File: src/rtl/vga_sync_if.sv
// Raster timing bundle produced by vga_sync.
//   hc/vc      : current pixel/line position
//   hsync/vsync: active-low sync pulses
//   video_on   : pixel is inside the visible area
//   line_end   : last pixel of a line
//   frame_end  : last pixel of a frame
//   frame_cnt  : frames completed since reset, wraps mod 256
interface vga_sync_if;
  logic [9:0] hc;
  logic [9:0] vc;
  logic       hsync;
  logic       vsync;
  logic       video_on;
  logic       line_end;
  logic       frame_end;
  logic [7:0] frame_cnt;

  modport master (
    output hc, vc, hsync, vsync, video_on, line_end, frame_end, frame_cnt
  );

  modport slave (
    input hc, vc, hsync, vsync, video_on, line_end, frame_end, frame_cnt
  );
endinterface

File: src/rtl/vga_sync.sv
// Raster timing generator for 640x480 @ 60 Hz, clocked by the pixel clock.
// Ports:
//   clk : pixel clock
//   rst : synchronous active-low reset
//   vga : vga_sync_if.master, all fields registered
// H_TOTAL and V_TOTAL must not exceed 1024 (10-bit counters).
module vga_sync #(
  parameter int unsigned H_ACTIVE = 640,
  parameter int unsigned H_FP     = 16,
  parameter int unsigned H_SYNC   = 96,
  parameter int unsigned H_BP     = 48,
  parameter int unsigned V_ACTIVE = 480,
  parameter int unsigned V_FP     = 10,
  parameter int unsigned V_SYNC   = 2,
  parameter int unsigned V_BP     = 33
) (
  input  logic        clk,
  input  logic        rst,
  vga_sync_if.master  vga
);

  localparam int unsigned CW      = 10;
  localparam int unsigned FW      = 8;
  localparam int unsigned H_TOTAL = H_ACTIVE + H_FP + H_SYNC + H_BP;
  localparam int unsigned V_TOTAL = V_ACTIVE + V_FP + V_SYNC + V_BP;

  localparam logic [CW-1:0] H_LAST     = CW'(H_TOTAL - 1);
  localparam logic [CW-1:0] V_LAST     = CW'(V_TOTAL - 1);
  localparam logic [CW-1:0] H_FP_START = CW'(H_ACTIVE);
  localparam logic [CW-1:0] H_SY_START = CW'(H_ACTIVE + H_FP);
  localparam logic [CW-1:0] H_BP_START = CW'(H_ACTIVE + H_FP + H_SYNC);
  localparam logic [CW-1:0] V_FP_START = CW'(V_ACTIVE);
  localparam logic [CW-1:0] V_SY_START = CW'(V_ACTIVE + V_FP);
  localparam logic [CW-1:0] V_BP_START = CW'(V_ACTIVE + V_FP + V_SYNC);

  typedef enum logic [1:0] {
    ST_ACTIVE = 2'd0,
    ST_FRONT  = 2'd1,
    ST_SYNC   = 2'd2,
    ST_BACK   = 2'd3
  } region_e;

  region_e       h_state_q, h_state_d;
  region_e       v_state_q, v_state_d;
  logic [CW-1:0] hc_q, hc_d;
  logic [CW-1:0] vc_q, vc_d;
  logic          hsync_q, hsync_d;
  logic          vsync_q, vsync_d;
  logic          video_on_q, video_on_d;
  logic          line_end_q, line_end_d;
  logic          frame_end_q, frame_end_d;
  logic [FW-1:0] frame_cnt_q, frame_cnt_d;
  logic          h_wrap;

  // Region state registers; reset parks both FSMs in back porch at the terminal position.
  always_ff @(posedge clk) begin
    if (!rst) begin
      h_state_q <= ST_BACK;
      v_state_q <= ST_BACK;
    end else begin
      h_state_q <= h_state_d;
      v_state_q <= v_state_d;
    end
  end

  // Next counters and next region; regions advance when the next count hits a boundary.
  always_comb begin
    h_state_d = h_state_q;
    v_state_d = v_state_q;
    h_wrap    = (hc_q == H_LAST);
    hc_d      = h_wrap ? '0 : CW'(hc_q + CW'(1));
    vc_d      = vc_q;
    if (h_wrap) begin
      vc_d = (vc_q == V_LAST) ? '0 : CW'(vc_q + CW'(1));
    end

    case (h_state_q)
      ST_ACTIVE: if (hc_d == H_FP_START) h_state_d = ST_FRONT;
      ST_FRONT:  if (hc_d == H_SY_START) h_state_d = ST_SYNC;
      ST_SYNC:   if (hc_d == H_BP_START) h_state_d = ST_BACK;
      ST_BACK:   if (hc_d == '0)         h_state_d = ST_ACTIVE;
      default:                           h_state_d = ST_BACK;
    endcase

    // Vertical region can only move on a line wrap, so vsync changes only with vc.
    if (h_wrap) begin
      case (v_state_q)
        ST_ACTIVE: if (vc_d == V_FP_START) v_state_d = ST_FRONT;
        ST_FRONT:  if (vc_d == V_SY_START) v_state_d = ST_SYNC;
        ST_SYNC:   if (vc_d == V_BP_START) v_state_d = ST_BACK;
        ST_BACK:   if (vc_d == '0)         v_state_d = ST_ACTIVE;
        default:                           v_state_d = ST_BACK;
      endcase
    end
  end

  // Flags decoded from the next position so they line up with the registered hc/vc.
  always_comb begin
    hsync_d     = (h_state_d != ST_SYNC);
    vsync_d     = (v_state_d != ST_SYNC);
    video_on_d  = (h_state_d == ST_ACTIVE) && (v_state_d == ST_ACTIVE);
    line_end_d  = (hc_d == H_LAST);
    frame_end_d = line_end_d && (vc_d == V_LAST);
    // A frame completes on the edge leaving the frame_end pixel; reset clears frame_end_q,
    // so leaving reset at the terminal position is not counted.
    frame_cnt_d = frame_end_q ? FW'(frame_cnt_q + FW'(1)) : frame_cnt_q;
  end

  // Counter and output registers.
  always_ff @(posedge clk) begin
    if (!rst) begin
      hc_q        <= H_LAST;
      vc_q        <= V_LAST;
      hsync_q     <= 1'b1;
      vsync_q     <= 1'b1;
      video_on_q  <= 1'b0;
      line_end_q  <= 1'b0;
      frame_end_q <= 1'b0;
      frame_cnt_q <= '0;
    end else begin
      hc_q        <= hc_d;
      vc_q        <= vc_d;
      hsync_q     <= hsync_d;
      vsync_q     <= vsync_d;
      video_on_q  <= video_on_d;
      line_end_q  <= line_end_d;
      frame_end_q <= frame_end_d;
      frame_cnt_q <= frame_cnt_d;
    end
  end

  assign vga.hc        = hc_q;
  assign vga.vc        = vc_q;
  assign vga.hsync     = hsync_q;
  assign vga.vsync     = vsync_q;
  assign vga.video_on  = video_on_q;
  assign vga.line_end  = line_end_q;
  assign vga.frame_end = frame_end_q;
  assign vga.frame_cnt = frame_cnt_q;

endmodule

File: src/flat_wrapper.sv
// flat-port wrapper written by rule: the top's interface ports become plain ports
module vga_sync_flat 
#(
  parameter int unsigned H_ACTIVE = 640,
  parameter int unsigned H_FP     = 16,
  parameter int unsigned H_SYNC   = 96,
  parameter int unsigned H_BP     = 48,
  parameter int unsigned V_ACTIVE = 480,
  parameter int unsigned V_FP     = 10,
  parameter int unsigned V_SYNC   = 2,
  parameter int unsigned V_BP     = 33
)
  (clk, rst, vga_hc, vga_vc, vga_hsync, vga_vsync, vga_video_on, vga_line_end, vga_frame_end, vga_frame_cnt);
  vga_sync_if vga_i ();
  input  logic clk;
  input  logic rst;
  output wire logic [$bits(vga_i.hc)-1:0] vga_hc;
  output wire logic [$bits(vga_i.vc)-1:0] vga_vc;
  output wire logic [$bits(vga_i.hsync)-1:0] vga_hsync;
  output wire logic [$bits(vga_i.vsync)-1:0] vga_vsync;
  output wire logic [$bits(vga_i.video_on)-1:0] vga_video_on;
  output wire logic [$bits(vga_i.line_end)-1:0] vga_line_end;
  output wire logic [$bits(vga_i.frame_end)-1:0] vga_frame_end;
  output wire logic [$bits(vga_i.frame_cnt)-1:0] vga_frame_cnt;
  assign vga_hc = vga_i.hc;
  assign vga_vc = vga_i.vc;
  assign vga_hsync = vga_i.hsync;
  assign vga_vsync = vga_i.vsync;
  assign vga_video_on = vga_i.video_on;
  assign vga_line_end = vga_i.line_end;
  assign vga_frame_end = vga_i.frame_end;
  assign vga_frame_cnt = vga_i.frame_cnt;
  vga_sync #(.H_ACTIVE(H_ACTIVE), .H_FP(H_FP), .H_SYNC(H_SYNC), .H_BP(H_BP), .V_ACTIVE(V_ACTIVE), .V_FP(V_FP), .V_SYNC(V_SYNC), .V_BP(V_BP)) u_core (.clk(clk), .rst(rst), .vga(vga_i));
endmodule
File: config.mk
export PLATFORM = sky130hd
export DESIGN_NAME = vga_sync_flat
export DESIGN_NICKNAME = d
export VERILOG_FILES = /design/src/rtl/vga_sync_if.sv /design/src/rtl/vga_sync.sv /design/src/flat_wrapper.sv
export SDC_FILE = /design/constraint.sdc
export NUM_CORES = 1
export LEC_CHECK = 0
export CAP_MARGIN = 20
export CORE_ASPECT_RATIO = 0.7
export CORE_MARGIN = 5
export CORE_UTILIZATION = 55
export CTS_CLUSTER_SIZE = 25
export DETAILED_ROUTE_END_ITERATION = 10
export GPL_TIMING_DRIVEN = 1
export HOLD_SLACK_MARGIN = 0.1
export PLACE_DENSITY = 0.82
export SLEW_MARGIN = 20
export SYNTH_ARGS = -nofsm -noshare
export SYNTH_HDL_FRONTEND = slang
export SYNTH_SLANG_ARGS = --single-unit
File: constraint.sdc
create_clock -name clk -period 7.1 [get_ports clk]
set_input_delay 1.42 -clock clk [delete_from_list [all_inputs] [get_ports clk]]
set_output_delay 1.42 -clock clk [all_outputs]
set_load 0.02 [all_outputs]
After elaboration in Yosys (flattened, before gate mapping)
Cells that the tools add are included.
- register bits: 37
- bits in latches: 0
- memory bits (writable): 0
- ROM bits: 0
- output and inout port bits: 33
- logic and storage cells: 53
- memories: 0
- add/subtract/negate cells: 3
- multipliers: 0
- div/mod/pow operators: 0
- order comparisons: 0
- equal/unequal tests: 18
- shifts and indexed selects: 0
- muxes and demuxes: 14
- bitwise operators: 0
- reduce and logical (&&, ||, !) cells: 8
- operators with widths (operator ; number):
    $eq 10x10->1 const B ; 7
    $eq 10x9->1 const B ; 3
    $mux 10 ; 3
    $add 10x1->10 const B ; 2
    $logic_not 10->1 ; 2
    $mux 2 ; 9
    $pmux 2 s4 ; 2
    $add 8x1->8 const B ; 1
    $eq 2x2->1 const B ; 4
    $logic_not 2->1 ; 4
    $eq 2x1->1 const B ; 2
    $ne 2x2->1 const B ; 2
    $logic_and 1x1->1 ; 2

Logic depth before layout (Yosys ltp)
- depth in word-level cells: 9
- gate-level depth with buffers: 10

Worst setup path before layout
No wires, ideal clock.
- kind: reg2reg
- start: register u_core.hc_q[5] (netlist: u_core.vga.hc[5])
- end: register u_core.video_on_q (netlist: u_core.vga.video_on)
- library setup time: 0.118 ns
- data arrival time: 2.625 ns
- data required time: 6.982 ns
- path slack: 4.358 ns
- stages on the path, launching flop included: 10
- buffers on the path: 2
- clock period less this slack: 2.742 ns
- cell sequence: dfxtp_1 > buf_2 > or4b_1 > buf_2 > or4_1 > and3_1 > a2111oi_0 > o311ai_1 > o221a_2 > o2111a_1
- word-level cells in the longest chain between the ends: 8
- elaborated cells on any way between the ends: 26
- classes of those cells: add/sub: 1; eq/ne: 7; mux: 13; reduce/logical: 5
- ends and longest elaborated chain (item ; line ; text):
    from (decl) ; vga_sync.sv:45 ; logic [CW-1:0] hc_q, hc_d;
    from (signal assigned) ; vga_sync.sv:112 ; hc_q <= H_LAST;
    from (signal assigned) ; vga_sync.sv:121 ; hc_q <= hc_d;
    branches (longest 7 deep; another with $add 10x1->10) ; n/a ;
    $logic_and 1x1->1 (*) ; vga_sync.sv:101 ; video_on_d = (h_state_d == ST_ACTIVE) && (v_state_d == ST_ACTIVE);
    to (signal assigned) ; vga_sync.sv:125 ; video_on_q <= video_on_d;
    to (decl) ; vga_sync.sv:49 ; logic video_on_q, video_on_d;
Mark *: on every way between the ends.
A chain may end at the register's enable or synchronous reset.

Final worst setup path
- start: register u_core.hc_q[0] (netlist: u_core.vga.hc[0])
- end: register u_core.video_on_q (netlist: u_core.vga.video_on)
The elaborated chain is that of the path after synthesis.

==> summary.md <==
| Metric | Value |
|---|---|
| Avg Cell Area, Syn | `~8.4 µm²` |
| Post-synthesis sequential area ratio | `0.340` |
| Global route overflow | `0` |
| Htree depth | `2` |
| Root Buffer | `clkbuf_8` |
| Postcts setup bufs | `0` |
| Initial DRT Pass Iterations | `4` |
| Max Cap Viol | `0` |
| Synth Instances | `260` |
| Max_slew headroom | `0.568` |
| Main combinational cell family by area after synthesis | `simple AND/OR/NAND/NOR gates` |
| Post_cts resized | `0` |
| Switching share of power | `0.456` |
| Post-Synthesis Cell Area | `between 0.002 and 0.0025 mm²` |
| Largest net degree at the start of global routing | `35` |
| Final Cell Area | `roughly 0.0026 mm²` |
| Layout cell share with drive strength beyond 1 | `0.0732` |
| Synth Area in XOR/XNOR | `0.0844` |
| GRT Resource Usage Total | `0.201` |
| Crit path DAT | `roughly 3400 ps` |
| Peak VDD IR | `about 240 µV` |
| Count of final max-slew check failures | `0` |
| Vias | `around 2000` |
| Ant. Diodes | `0` |
| EDFF count, synth | `0` |
| R2R cell count | `9` |
| Starting Density | `0.562` |
| Reg-to-Reg End | `u_core.vga.video_on$_SDFF_PN0_` |
| Crit path time final | `between 3000 and 4000 ps` |
| Hold Path Stages | `2` |
| Hold Fails Final Rpt | `0` |
| Mapped Nets | `between 200 and 300` |
| CTS tree | `built` |
| HPWL after detailed placement | `~3700 µm` |
| IO Pins | `35` |
| Flop pwr share | `0.339` |
| Vias per cell | `6.01` |
| Final setup violation count | `0` |
| Endpoint, Worst Hold | `u_core.vga.frame_cnt[7]$_SDFFE_PN0P_` |
| Max FO, Critical Path | `9` |
| Crit path launch type | `flop` |
| Most frequent cells in the layout | `dfxtp_1, clkdlybuf4s50_1, nand2_1` |
| Layout Skew | `5.10 ps` |
| Status | `completed` |
| Area growth syn-to-layout | `18.3%` |
| Clock network power share | `0.165` |
| Static Leakage | `approximately 0.001 µW` |
| First-pass GRT wire length | `between 8000 and 9000 µm` |
| Post-synthesis mux area share | `0.00460` |
| Simple-gate share of the synthesized area | `0.317` |
| Placement row count | `19` |
| Number of I/O port buffers | `34` |
| Clk sinks | `37` |
| Setup TNS | `0 ps` |
| Post-synth top flop | `dfxtp_1` |
| CP required | `7290 ps` |
| Crit Path Category | `flop to flop` |
| TritonCTS Buffers | `5` |
| Final worst path period share | `0.445` |
| Routed wire length | `around 5200 µm` |
| Worst-Margin Slew | `about 640 ps` |
| Worst min path class | `flop to flop` |
| Synth cell types | `between 50 and 60` |
| Nets | `between 200 and 300` |
| Net Switching | `between 400 and 500 µW` |
| Die width | `85.2 µm` |
| Crit end category | `flop` |
| DRC | `0` |
| Worst skew pair latency | `around 300 ps` |
| Synthesis-stage register bit count | `37` |
| Initial antenna violation count | `0` |
| Comb pwr share | `0.495` |
| R2R Path Start | `u_core.vga.hc[0]$_SDFF_PN1_` |
| Commonest non-fill, non-tap cell in the layout | `dfxtp_1` |
| Core box area | `between 0.003 and 0.004 mm²` |
| Gpl congestion | `between 0.9 and 1` |
| Highest clock rate | `~320 MHz` |
| Setup repair after global routing missed its margin | `false` |
| Adder-cell share of the synthesized area | `0.0287` |
| Hold_sp | `u_core.vga.frame_cnt[7]$_SDFFE_PN0P_` |
| Vias in the first global route | `about 1800` |
| Total power | `about 890 µW` |
| Cts hold-fix bufs | `0` |
| Placed inst area | `approximately 0.0025 mm²` |
| Chip Height | `about 63 µm` |
| Compound-Gate Fraction of Synth Area | `0.167` |
| Die Area | `0.00534 mm²` |
| Remaining antenna violation count | `0` |
| Yosys Warn Count | `0` |
| Clock-pin slew on the worst setup and hold paths | `80 ps` |
| Worst reg2reg setup slack | `just under 4000 ps` |
| Ys async rst share | `0` |
| Detailed Route Iter0 Violations | `roughly 170` |
| Internal | `around 480 µW` |
| Clock tree buffer depth | `2` |
| Power per cell area | `between 300 and 400 mW/mm²` |
| WL per Instance | `between 15 and 20 µm` |
| Fill count | `345` |
## synthesized netlist by cell type, types with 3 or more instances
master | count | area share
a21oi_1 | 7 | 0.016
or3_1 | 3 | 0.0086
or4_1 | 3 | 0.010
buf_6 | 3 | 0.016
xnor2_1 | 13 | 0.052
and3_1 | 6 | 0.017
xor2_1 | 8 | 0.032
a31oi_1 | 5 | 0.014
nand3_1 | 9 | 0.021
clkbuf_1 | 7 | 0.012
nand2_1 | 28 | 0.048
nor2_1 | 10 | 0.017
ha_1 | 5 | 0.029
nor3_1 | 10 | 0.023
o21ai_0 | 14 | 0.032
inv_1 | 8 | 0.014
o31ai_1 | 4 | 0.014
nor4_1 | 4 | 0.011
and2_1 | 11 | 0.032
nand4_1 | 7 | 0.020
nor2b_1 | 4 | 0.011
nor4_2 | 3 | 0.017
a21boi_0 | 3 | 0.010
buf_2 | 5 | 0.011
o21ai_1 | 5 | 0.011
dfxtp_1 | 37 | 0.34
## sequential cells by signal, indices dropped and copies added (netlist names), 2 cells and up
register              flops
u_core.vga.hc            10
u_core.vga.vc            10
u_core.vga.frame_cnt      8
u_core.h_state_q          2
u_core.v_state_q          2
## stage by stage
stage / setup slack [ps] / util / std cells / hold WS [ps]
6_report: 3940 / 0.665 / 339 / 505
5_1_grt: 3770 / 0.665 / 339 / 557
4_1_cts: 4030 / 0.665 / 339 / 513
3_5_place_dp: 3880 / 0.644 / 331 / 501
3_3_place_gp: 3940 / 0.644 / 331 / 485
2_1_floorplan: 4360 / - / 260 / 506
## area by class of cell
cell class	instances	area (µm²)	share of cell area
clock buffers	6	72.6	0.0282
repair buffers	35	348	0.135
flip-flops and latches	37	741	0.287
inverters	8	30.0	0.0117
well taps	52	65.1	0.0252
clock inverters	2	10.0	0.00388
multi-input cells	199	1310	0.509
## power by group through the flow
| stage | Combinational [µW] | Sequential [µW] | Clock, µW |
|---|---|---|---|
| after floorplan | 318 | 311 | 0 |
| after global placement | 431 | 303 | 0 |
| after detailed placement | 432 | 304 | 0 |
| after CTS | 436 | 300 | 151 |
| after global routing | 483 | 312 | 160 |
| final | 441 | 302 | 147 |
## critical path: stages (launching register included)
cell and delay [ps]:
dfxtp_1 430, ha_1 320, nand4_1 300, nor3_2 550, o2111ai_1 190, and3_1 250
a2111oi_0 490, o311ai_1 190, o221a_2 190, o2111a_1 140
## worst max-delay path by stage
stage / start / depth (start not counted) / endpoint / slack (ps)
3_3_place_gp: rst / 8 / u_core.vga.frame_end$_SDFF_PN0_ / 3940
6_report: u_core.vga.hc[0]$_SDFF_PN1_ / 9 / u_core.vga.video_on$_SDFF_PN0_ / 3940
3_5_place_dp: rst / 8 / u_core.vga.frame_end$_SDFF_PN0_ / 3880
4_1_cts: u_core.vga.hc[0]$_SDFF_PN1_ / 9 / u_core.vga.video_on$_SDFF_PN0_ / 4030
2_1_floorplan: u_core.vga.hc[5]$_SDFF_PN0_ / 9 / u_core.vga.video_on$_SDFF_PN0_ / 4360
5_1_grt: u_core.vga.hc[1]$_SDFF_PN1_ / 9 / u_core.vga.video_on$_SDFF_PN0_ / 3770
## kinds of logic after synthesis
logic type / count (synthesis)
compound gates: 54
xor+xnor: 21
fa+ha+maj: 5
buf+inv: 24
flops: 37
mux: 1
simple gates: 118
## layer usage
metal | vias to the layer above | wire length [µm] | global-route usage
met1 | 949 | 2410 | 0.276
met2 | 85 | 2200 | 0.281
met5 | - | 0 | 0
met3 | 12 | 518 | 0.0896
li1 | 993 | - | -
met4 | 0 | 86 | 0.0593
Power figures use the tool's default switching activity.
